`src/rtl/bist_pkg.sv`:
```
// Shared types and polynomial helpers for the BIST pattern controller.
// LFSR x^35+x^33+1 drives patterns; MISR x^24+x^23+x^22+x^17+1 compacts responses.
package bist_pkg;

   typedef enum logic [2:0] {
      IDLE,
      SEED,
      RUN,
      CMP,
      DONE
   } state_t;

   localparam int LFSR_W = 35;
   localparam int MISR_W = 24;

   localparam int LFSR_TAP_A = 35;
   localparam int LFSR_TAP_B = 33;

   localparam int MISR_TAP_A = 24;
   localparam int MISR_TAP_B = 23;
   localparam int MISR_TAP_C = 22;
   localparam int MISR_TAP_D = 17;

   function automatic logic [LFSR_W-1:0] lfsr_next(
      input logic [LFSR_W-1:0] s
   );
      return {s[LFSR_W-2:0],
              s[LFSR_TAP_A-1] ^ s[LFSR_TAP_B-1]};
   endfunction

   function automatic logic [MISR_W-1:0] misr_next(
      input logic [MISR_W-1:0] s,
      input logic [MISR_W-1:0] d
   );
      logic fb;
      fb = s[MISR_TAP_A-1] ^ s[MISR_TAP_B-1]
         ^ s[MISR_TAP_C-1] ^ s[MISR_TAP_D-1];
      return {s[MISR_W-2:0], fb} ^ d;
   endfunction

endpackage

```
`src/rtl/bist_pattern_ctrl_if.sv`:
```
// Bus between the test top / core and the BIST pattern controller.
// master = test top and core side, slave = controller side.
interface bist_pattern_ctrl_if #(
   parameter int PI_W = 35,
   parameter int PO_W = 24
);
   logic            START;
   logic            ABORT;
   logic [PI_W-1:0] DUT_PI;
   logic [PO_W-1:0] DUT_PO;
   logic            BUSY;
   logic            DONE;
   logic            PASS;
   logic [PO_W-1:0] SIGNATURE;
   logic [15:0]     PAT_CNT;

   modport master (
      output START, ABORT, DUT_PO,
      input  DUT_PI, BUSY, DONE, PASS, SIGNATURE, PAT_CNT
   );

   modport slave (
      input  START, ABORT, DUT_PO,
      output DUT_PI, BUSY, DONE, PASS, SIGNATURE, PAT_CNT
   );
endinterface

```
`src/rtl/bist_misr.sv`:
```
// 24-bit multiple-input signature register with synchronous load and enable.
// Load takes priority over compaction.
module bist_misr
   import bist_pkg::*;
(
   input  logic              clk,
   input  logic              rst,
   input  logic              load,
   input  logic              en,
   input  logic [MISR_W-1:0] seed,
   input  logic [MISR_W-1:0] d,
   output logic [MISR_W-1:0] sig
);

   always_ff @(posedge clk or posedge rst) begin
      if (rst) begin
         sig <= '0;
      end else if (load) begin
         sig <= seed;
      end else if (en) begin
         sig <= misr_next(sig, d);
      end
   end

endmodule

```
`src/rtl/bist_pattern_ctrl.sv`:
```
// BIST controller: LFSR patterns into the core, MISR compaction of its outputs,
// final signature compare against GOLDEN after NPAT patterns.
module bist_pattern_ctrl
   import bist_pkg::*;
#(
   parameter int          PI_W      = 35,
   parameter int          PO_W      = 24,
   parameter int unsigned NPAT      = 1024,
   parameter logic [34:0] LFSR_SEED = 35'h1,
   parameter logic [23:0] MISR_SEED = 24'h0,
   parameter logic [23:0] GOLDEN    = 24'h0
) (
   input logic                CK,
   input logic                RST,
   bist_pattern_ctrl_if.slave bus
);

   if (NPAT < 1) begin : g_npat_chk
      $error("bist_pattern_ctrl: NPAT must be >= 1");
   end

   // all-zero seed would lock the LFSR
   localparam logic [PI_W-1:0] SEED_EFF =
      (LFSR_SEED == '0) ? PI_W'(1) : PI_W'(LFSR_SEED);
   localparam logic [31:0] LAST = 32'(NPAT - 1);

   state_t            state;
   state_t            nxt;
   logic [PI_W-1:0]   lfsr;
   logic [31:0]       run_cnt;
   logic [15:0]       pat_cnt;
   logic              pass;
   logic [PO_W-1:0]   sig;
   logic              go;
   logic              abort_any;
   logic              last;

   assign go        = bus.START & ~bus.ABORT;
   assign abort_any = bus.ABORT & (state != IDLE);
   assign last      = (run_cnt == LAST);

   always_comb begin
      nxt = state;
      unique case (state)
         IDLE:    if (go) nxt = SEED;
         DONE:    if (go) nxt = SEED;
         SEED:    nxt = RUN;
         RUN:     if (last) nxt = CMP;
         CMP:     nxt = DONE;
         default: nxt = IDLE;
      endcase
      if (abort_any) nxt = IDLE;
   end

   always_ff @(posedge CK or posedge RST) begin
      if (RST) state <= IDLE;
      else     state <= nxt;
   end

   // run_cnt ends the run; pat_cnt is the saturating visible count
   always_ff @(posedge CK or posedge RST) begin
      if (RST) begin
         lfsr    <= '0;
         run_cnt <= '0;
         pat_cnt <= '0;
         pass    <= 1'b0;
      end else if (abort_any) begin
         lfsr <= '0;
         pass <= 1'b0;
      end else begin
         case (state)
            SEED: begin
               lfsr    <= SEED_EFF;
               run_cnt <= '0;
               pat_cnt <= '0;
               pass    <= 1'b0;
            end
            RUN: begin
               lfsr    <= lfsr_next(lfsr);
               run_cnt <= run_cnt + 32'd1;
               if (pat_cnt != 16'hFFFF)
                  pat_cnt <= pat_cnt + 16'd1;
            end
            CMP: pass <= (sig == GOLDEN);
            default: ;
         endcase
      end
   end

   bist_misr u_misr (
      .clk  (CK),
      .rst  (RST),
      .load ((state == SEED) & ~abort_any),
      .en   ((state == RUN) & ~abort_any),
      .seed (MISR_SEED),
      .d    (bus.DUT_PO),
      .sig  (sig)
   );

   assign bus.DUT_PI    = lfsr;
   assign bus.BUSY      = (state == SEED) | (state == RUN)
                        | (state == CMP);
   assign bus.DONE      = (state == DONE);
   assign bus.PASS      = pass;
   assign bus.SIGNATURE = sig;
   assign bus.PAT_CNT   = pat_cnt;

endmodule
```
`src/flat_wrapper.sv`:
```
// flat-port wrapper written by rule: the top's interface ports become plain ports
module bist_pattern_ctrl_flat import bist_pkg::*;
#(
   parameter int          PI_W      = 35,
   parameter int          PO_W      = 24,
   parameter int unsigned NPAT      = 1024,
   parameter logic [34:0] LFSR_SEED = 35'h1,
   parameter logic [23:0] MISR_SEED = 24'h0,
   parameter logic [23:0] GOLDEN    = 24'h0
)
  (CK, RST, bus_START, bus_ABORT, bus_DUT_PO, bus_DUT_PI, bus_BUSY, bus_DONE, bus_PASS, bus_SIGNATURE, bus_PAT_CNT);
  bist_pattern_ctrl_if #(.PI_W(PI_W), .PO_W(PO_W)) bus_i ();
  input logic CK;
  input logic RST;
  input wire logic [$bits(bus_i.START)-1:0] bus_START;
  input wire logic [$bits(bus_i.ABORT)-1:0] bus_ABORT;
  input wire logic [$bits(bus_i.DUT_PO)-1:0] bus_DUT_PO;
  output wire logic [$bits(bus_i.DUT_PI)-1:0] bus_DUT_PI;
  output wire logic [$bits(bus_i.BUSY)-1:0] bus_BUSY;
  output wire logic [$bits(bus_i.DONE)-1:0] bus_DONE;
  output wire logic [$bits(bus_i.PASS)-1:0] bus_PASS;
  output wire logic [$bits(bus_i.SIGNATURE)-1:0] bus_SIGNATURE;
  output wire logic [$bits(bus_i.PAT_CNT)-1:0] bus_PAT_CNT;
  assign bus_i.START = bus_START;
  assign bus_i.ABORT = bus_ABORT;
  assign bus_i.DUT_PO = bus_DUT_PO;
  assign bus_DUT_PI = bus_i.DUT_PI;
  assign bus_BUSY = bus_i.BUSY;
  assign bus_DONE = bus_i.DONE;
  assign bus_PASS = bus_i.PASS;
  assign bus_SIGNATURE = bus_i.SIGNATURE;
  assign bus_PAT_CNT = bus_i.PAT_CNT;
  bist_pattern_ctrl #(.PI_W(PI_W), .PO_W(PO_W), .NPAT(NPAT), .LFSR_SEED(LFSR_SEED), .MISR_SEED(MISR_SEED), .GOLDEN(GOLDEN)) u_core (.CK(CK), .RST(RST), .bus(bus_i));
endmodule
```
`config.mk`:
```
export PLATFORM = sky130hd
export DESIGN_NAME = bist_pattern_ctrl_flat
export DESIGN_NICKNAME = d
export VERILOG_FILES = /design/src/rtl/bist_pkg.sv /design/src/rtl/bist_pattern_ctrl_if.sv /design/src/rtl/bist_misr.sv /design/src/rtl/bist_pattern_ctrl.sv /design/src/flat_wrapper.sv
export SDC_FILE = /design/constraint.sdc
export NUM_CORES = 1
export LEC_CHECK = 0
export ABC_AREA = 0
export ABC_CLOCK_PERIOD_IN_PS = 10800
export CORE_AREA = 2 2 100 102
export CTS_CLUSTER_DIAMETER = 50
export CTS_CLUSTER_SIZE = 25
export DETAILED_ROUTE_END_ITERATION = 8
export DIE_AREA = 0 0 102 104
export PLACE_DENSITY_LB_ADDON = 0.08
export SYNTH_ARGS = -nofsm -noshare
export SYNTH_HDL_FRONTEND = slang
export SYNTH_SLANG_ARGS = --single-unit
```
`constraint.sdc`:
```
create_clock -name CK -period 10.8 [get_ports CK]
set_input_delay 2.16 -clock CK [delete_from_list [all_inputs] [get_ports CK]]
set_output_delay 2.16 -clock CK [all_outputs]
set_load 0.02 [all_outputs]
```
==> impl_metrics.tcl, run 1 <==
set metrics [dict create \
    status "complete, no violations" \
    area_growth_syn_to_layout_pct 25.1 \
    synth_nets 523 \
    netlist_top_cells_area "dfrtp_1, a22o_1, xnor2_1" \
    setup.worst_path.start_class "input port" \
    drt_pass1_iterations 5 \
    viasPerCell 5.61 \
    cts_tree "done" \
    die-height_um 104 \
    fin_crit_sh 0.397 \
    htree_levels 3 \
    synthArstFlopShare 1.00 \
    die_area_um2 10600 \
    ys_seq_area_frac 0.537 \
    worstMarginPinSlew_ns 0.899 \
    slew_headroom 0.397 \
    post-route-min-period_ns 4.29 \
    num_rows 36 \
    ys_types 47 \
    worstPathArrival_ns 4.60 \
    yosysWarnings 0 \
    synth_top_area_cell "dfrtp_1" \
    layout.nets 616 \
    ys.flop_type "dfrtp_1" \
    drive_gt1_frac 0.0593 \
    rsz0062_at_grt "no" \
    leakagePower_nw 2.81 \
    worst_setup_path_end_kind "flip-flop" \
    grt_pass1_wl_mm 19.4 \
    synth_edf_count 0 \
    drcViolationCount 0 \
    finalSetupTns_ns 0 \
    layout_common_cells "dfrtp_1, clkdlybuf4s50_1, o21ai_0" \
    setup_ws_ns 6.51 \
    vias 4057 \
    clock-sinks 111 \
    syn_area_per_cell_um2 10.5 \
    drt-total-wl_mm 11.4 \
    critPathKind "in -> reg" \
    dp_hpwl_mm 7.60 \
    io_pins 106 \
    insertion_delay_ns 0.38 \
    power_density_nw_per_um2 177 \
    synth_top_area_frac 0.537 \
    ant_nets 0 \
    fp.dieW_um 102 \
    synthCells 492 \
    final_common_cell "dfrtp_1" \
    cts_made_buffers 9 \
    setup_violations 0 \
    hold_buffers 0 \
    hold_class "reg -> reg" \
    postCtsSetupRepairBufs 0 \
    overflow 0 \
    clockRootBuffer "clkbuf_8" \
    synth_seq_cells 111 \
    fmax_ghz 0.233 \
    hold_viol_final 0 \
    drv_slew 0 \
    cap_violations 0 \
    initial_core_util 0.541 \
    io_buffers 105 \
    syn-cell-area_um2 5170 \
    place_congestion 0.747 \
    core_area_um2 9550 \
    cp_max_fo 14 \
    drt_iter0_drc 208 \
    peakVddDrop_mv 0.169 \
    clk_pin_slew_ns 0.10 \
    n_antenna_cell 0 \
    wl_per_cell_um 15.7 \
    dp_slack_ns 6.15 \
    ctsLongestPathBuffers 2 \
    regToRegSetupSlack_ns 8.30 \
    skew_ns 0.00890 \
    grt_max_degree 58 \
    antenna_found_initial 0 \
    required_ns 11.11 \
    cts_resized 0 \
    utilization 0.677 \
    grt_pass1_vias 3903 \
    fillers 804 \
    grt.total_usage 0.227 \
]
flip-flops by register name (all words and copies together) (netlist names):
name                flops
u_core.bus.PASS         1
u_core.run_cnt         32
u_core.state            3
u_core.bus.PAT_CNT     16
u_core.bus.DUT_PI      35
u_core.u_misr.sig      24
critical path, stage by stage:
cell and delay (ns):
clkdlybuf4s50_1 0.50, or2_1 0.39, nor3_2 0.78, nand2_1 0.22, or3_1 0.40, a21oi_1 0.15
final cells by class:
type | count | area [um^2] | share of cell area
clock inverters | 6 | 43.8 | 0.00677
clock buffers | 10 | 128 | 0.0197
repair buffers | 109 | 1080 | 0.167
inverters | 8 | 32.5 | 0.00503
flip-flops and latches | 111 | 2780 | 0.429
well taps | 133 | 166 | 0.0257
multi-input cells | 346 | 2240 | 0.346
per-stage QoR:
| step | instances | instance area [um^2] | total power [mW] | hold slack, ns |
|---|---|---|---|---|
| after floorplan | 492 | 5170 | 0.761 | 0.489 |
| after global placement | 707 | 6300 | 0.919 | 0.485 |
| after detailed placement | 707 | 6300 | 0.928 | 0.503 |
| final | 723 | 6470 | 1.15 | 0.516 |
| after global routing | 723 | 6470 | 1.21 | 0.543 |
| after CTS | 723 | 6470 | 1.16 | 0.518 |
report_power, final:
group / total, mW / internal [mW] / switching [mW]
Sequential: 0.549 / 0.472 / 0.0771
Clock: 0.229 / 0.0854 / 0.143
Combinational: 0.370 / 0.181 / 0.189
Total: 1.15 / 0.739 / 0.409
cells in the mapped netlist, drive strengths merged (2+ instances only):
cell / n
dfrtp: 111
or3b: 2
o22ai: 2
nor4: 10
nand2: 41
o31ai: 2
inv: 8
nand2b: 2
or4: 2
and3: 8
a22o: 35
clkbuf: 12
nor3b: 3
nor2: 41
or3: 5
a31oi: 5
xor2: 26
buf: 15
a21oi: 10
and4: 5
or2: 2
xnor2: 31
o21ai: 47
and2: 4
ha: 3
o211ai: 3
nand3: 22
nand4: 22
nor3: 4
a21o: 2
routing by layer:
layer	part of all wire	vias to the layer above	global-route usage	wire [um]
li1	-	1952	-	-
met1	0.46	2009	0.321	5240
met2	0.49	89	0.352	5550
met3	0.040	7	0.0450	459
met4	0.012	0	0.0724	133
met5	0	-	0	0
kinds of logic after synthesis:
family | after synthesis | share of synthesized area
buf+inv | 35 | 0.0324
fa+ha+maj | 3 | 0.00726
compound gates | 111 | 0.146
xor+xnor | 57 | 0.0966
simple gates | 175 | 0.181
flops | 111 | 0.537
worst paths after layout:
check,startpoint,endpoint,cells past startpoint
max reg2reg,u_core.state[2],u_core.run_cnt[27],5
min in group asynchronous,RST,u_core.bus.DUT_PI[23],2
max,bus_ABORT,u_core.run_cnt[27],6
max in group asynchronous,RST,u_core.bus.PASS,3
min,u_core.bus.PAT_CNT[15],u_core.bus.PAT_CNT[15],1
min reg2reg,u_core.bus.PAT_CNT[15],u_core.bus.PAT_CNT[15],1
Note: power is estimated with default switching activity, not from simulation.
==> inputs of run 2 (changes only) <==
--- a/config.mk
+++ b/config.mk
@@ -6,12 +6,12 @@
 export NUM_CORES = 1
 export LEC_CHECK = 0
 export ABC_AREA = 0
-export ABC_CLOCK_PERIOD_IN_PS = 10800
-export CORE_AREA = 2 2 100 102
+export ABC_CLOCK_PERIOD_IN_PS = 3600
+export CORE_AREA = 2 2 110 112
 export CTS_CLUSTER_DIAMETER = 50
 export CTS_CLUSTER_SIZE = 25
 export DETAILED_ROUTE_END_ITERATION = 8
-export DIE_AREA = 0 0 102 104
+export DIE_AREA = 0 0 112 114
 export PLACE_DENSITY_LB_ADDON = 0.08
 export SYNTH_ARGS = -nofsm -noshare
 export SYNTH_HDL_FRONTEND = slang
==> constraint.sdc (replaced) <==
create_clock -name CK -period 3.6 [get_ports CK]
set_input_delay 0.72 -clock CK [delete_from_list [all_inputs] [get_ports CK]]
set_output_delay 0.72 -clock CK [all_outputs]
set_load 0.02 [all_outputs]
==> impl_metrics.tcl, run 2 (synthesis gave the netlist of run 1 again) <==
set metrics [dict create \
    antenna_found_initial 0 \
    final_common_cell "dfrtp_1" \
    grt.total_usage 0.191 \
    fin_crit_sh 0.741 \
    core_area_um2 11700 \
    setup.worst_path.start_class "input port" \
    skew_ns 0.00719 \
    worst_setup_path_end_kind "flip-flop" \
    layout.nets 621 \
    rsz0062_at_grt "no" \
    io_pins 106 \
    place_congestion 0.808 \
    cts_resized 0 \
    required_ns 3.82 \
    hold_ws_ns 0.511 \
    drt-total-wl_mm 11.8 \
    intPower_mw 2.66 \
    hold_buffers 0 \
    die_area_um2 12800 \
    worstPathArrival_ns 2.88 \
    pwr-share-clk 0.293 \
    slew_headroom 0.516 \
    switchingPower_mw 1.25 \
    pwr-share-seq 0.424 \
    drt_iter0_drc 251 \
    cp_max_fo 29 \
    drv_slew 0 \
    peakVddDrop_mv 0.556 \
    cts_tree "done" \
    n_antenna_cell 0 \
    drt_pass1_iterations 4 \
    fp.dieW_um 112 \
    clock-sinks 111 \
    critPathKind "in -> reg" \
    grt_max_degree 50 \
    clockRootBuffer "clkbuf_16" \
    clk_pin_slew_ns 0.07 \
    overflow 0 \
    finalSetupTns_ns 0 \
    viasPerCell 5.46 \
    drcViolationCount 0 \
    fmax_ghz 0.375 \
    cap_violations 0 \
    post-route-min-period_ns 2.67 \
    worstMarginPinSlew_ns 0.724 \
    num_rows 40 \
    layout_common_cells "dfrtp_1, clkdlybuf4s50_1, o21ai_0" \
    swShare 0.319 \
    io_buffers 105 \
    status "complete, no violations" \
    vias 4055 \
    ant_nets 0 \
    wl_per_cell_um 15.9 \
    cts_made_buffers 9 \
    largest_reg_flops 35 \
    insertion_delay_ns 0.35 \
    hold_viol_final 0 \
    dp_hpwl_mm 8.08 \
    leakagePower_nw 2.92 \
    hold_class "reg -> reg" \
    combinationalPowerShare 0.283 \
    ctsLongestPathBuffers 2 \
    p_total_mw 3.91 \
    grt_pass1_wl_mm 19.8 \
    grt_pass1_vias 3930 \
    setup_violations 0 \
    power_density_nw_per_um2 582 \
    postCtsSetupRepairBufs 0 \
    area_growth_syn_to_layout_pct 29.8 \
    die-height_um 114 \
    htree_levels 3 \
    drive_gt1_frac 0.0689 \
    initial_core_util 0.441 \
]
[run 2: cell type report]
| type | count | area (um^2) |
|---|---|---|
| clock buffer | 10 | 239 |
| clock inverter | 6 | 108 |
| fill | 1048 | 5000 |
| inverter | 8 | 33.8 |
| multi-input combinational | 346 | 2240 |
| sequential | 111 | 2780 |
| tap | 147 | 184 |
| timing repair buffer | 114 | 1130 |
[run 2: critical path, cell delays in order]
cell and delay (ns):
clkdlybuf4s50_1 0.49, or2_1 0.39, or2_2 0.57, a21o_1 0.38, o21ai_0 0.21, o31ai_1 0.10
[run 2: per-stage QoR]
stage	area, um^2	setup slack [ns]	utilization	instances
5_1_grt	6710	0.745	0.573	742
3_3_place_gp	6360	0.645	0.543	726
2_1_floorplan	5170	1.52	-	492
4_1_cts	6710	0.935	0.573	742
3_5_place_dp	6360	0.559	0.543	726
6_report	6710	0.934	0.573	742
[run 2: power groups by stage]
stage | logic [mW] | registers [mW] | clock network (mW)
after detailed placement | 1.12 | 1.68 | 0
after CTS | 1.12 | 1.66 | 1.17
after floorplan | 0.475 | 1.81 | 0
after global routing | 1.21 | 1.69 | 1.21
final | 1.11 | 1.66 | 1.14
after global placement | 1.11 | 1.68 | 0
[run 2: final timing paths]
check,cells after the start,slack (ns),to,from
max,6,0.93,u_core.bus.PAT_CNT[14],bus_ABORT
min,2,0.51,u_core.bus.PASS,u_core.bus.PASS
max reg2reg,5,1.32,u_core.bus.PAT_CNT[14],u_core.state[2]
min reg2reg,2,0.51,u_core.bus.PASS,u_core.bus.PASS
max in group asynchronous,3,1.90,u_core.bus.PASS,RST
min in group asynchronous,2,0.75,u_core.run_cnt[31],RST
[run 2: per-layer routing]
| metal | up-vias | track usage | part of all wire | wire [um] |
|---|---|---|---|---|
| met5 | - | 0 | 0 | 0 |
| met4 | 0 | 0.0642 | 0.014 | 161 |
| met3 | 11 | 0.0356 | 0.044 | 522 |
| met2 | 99 | 0.285 | 0.45 | 5370 |
| met1 | 1989 | 0.282 | 0.49 | 5760 |
| li1 | 1956 | - | - | - |
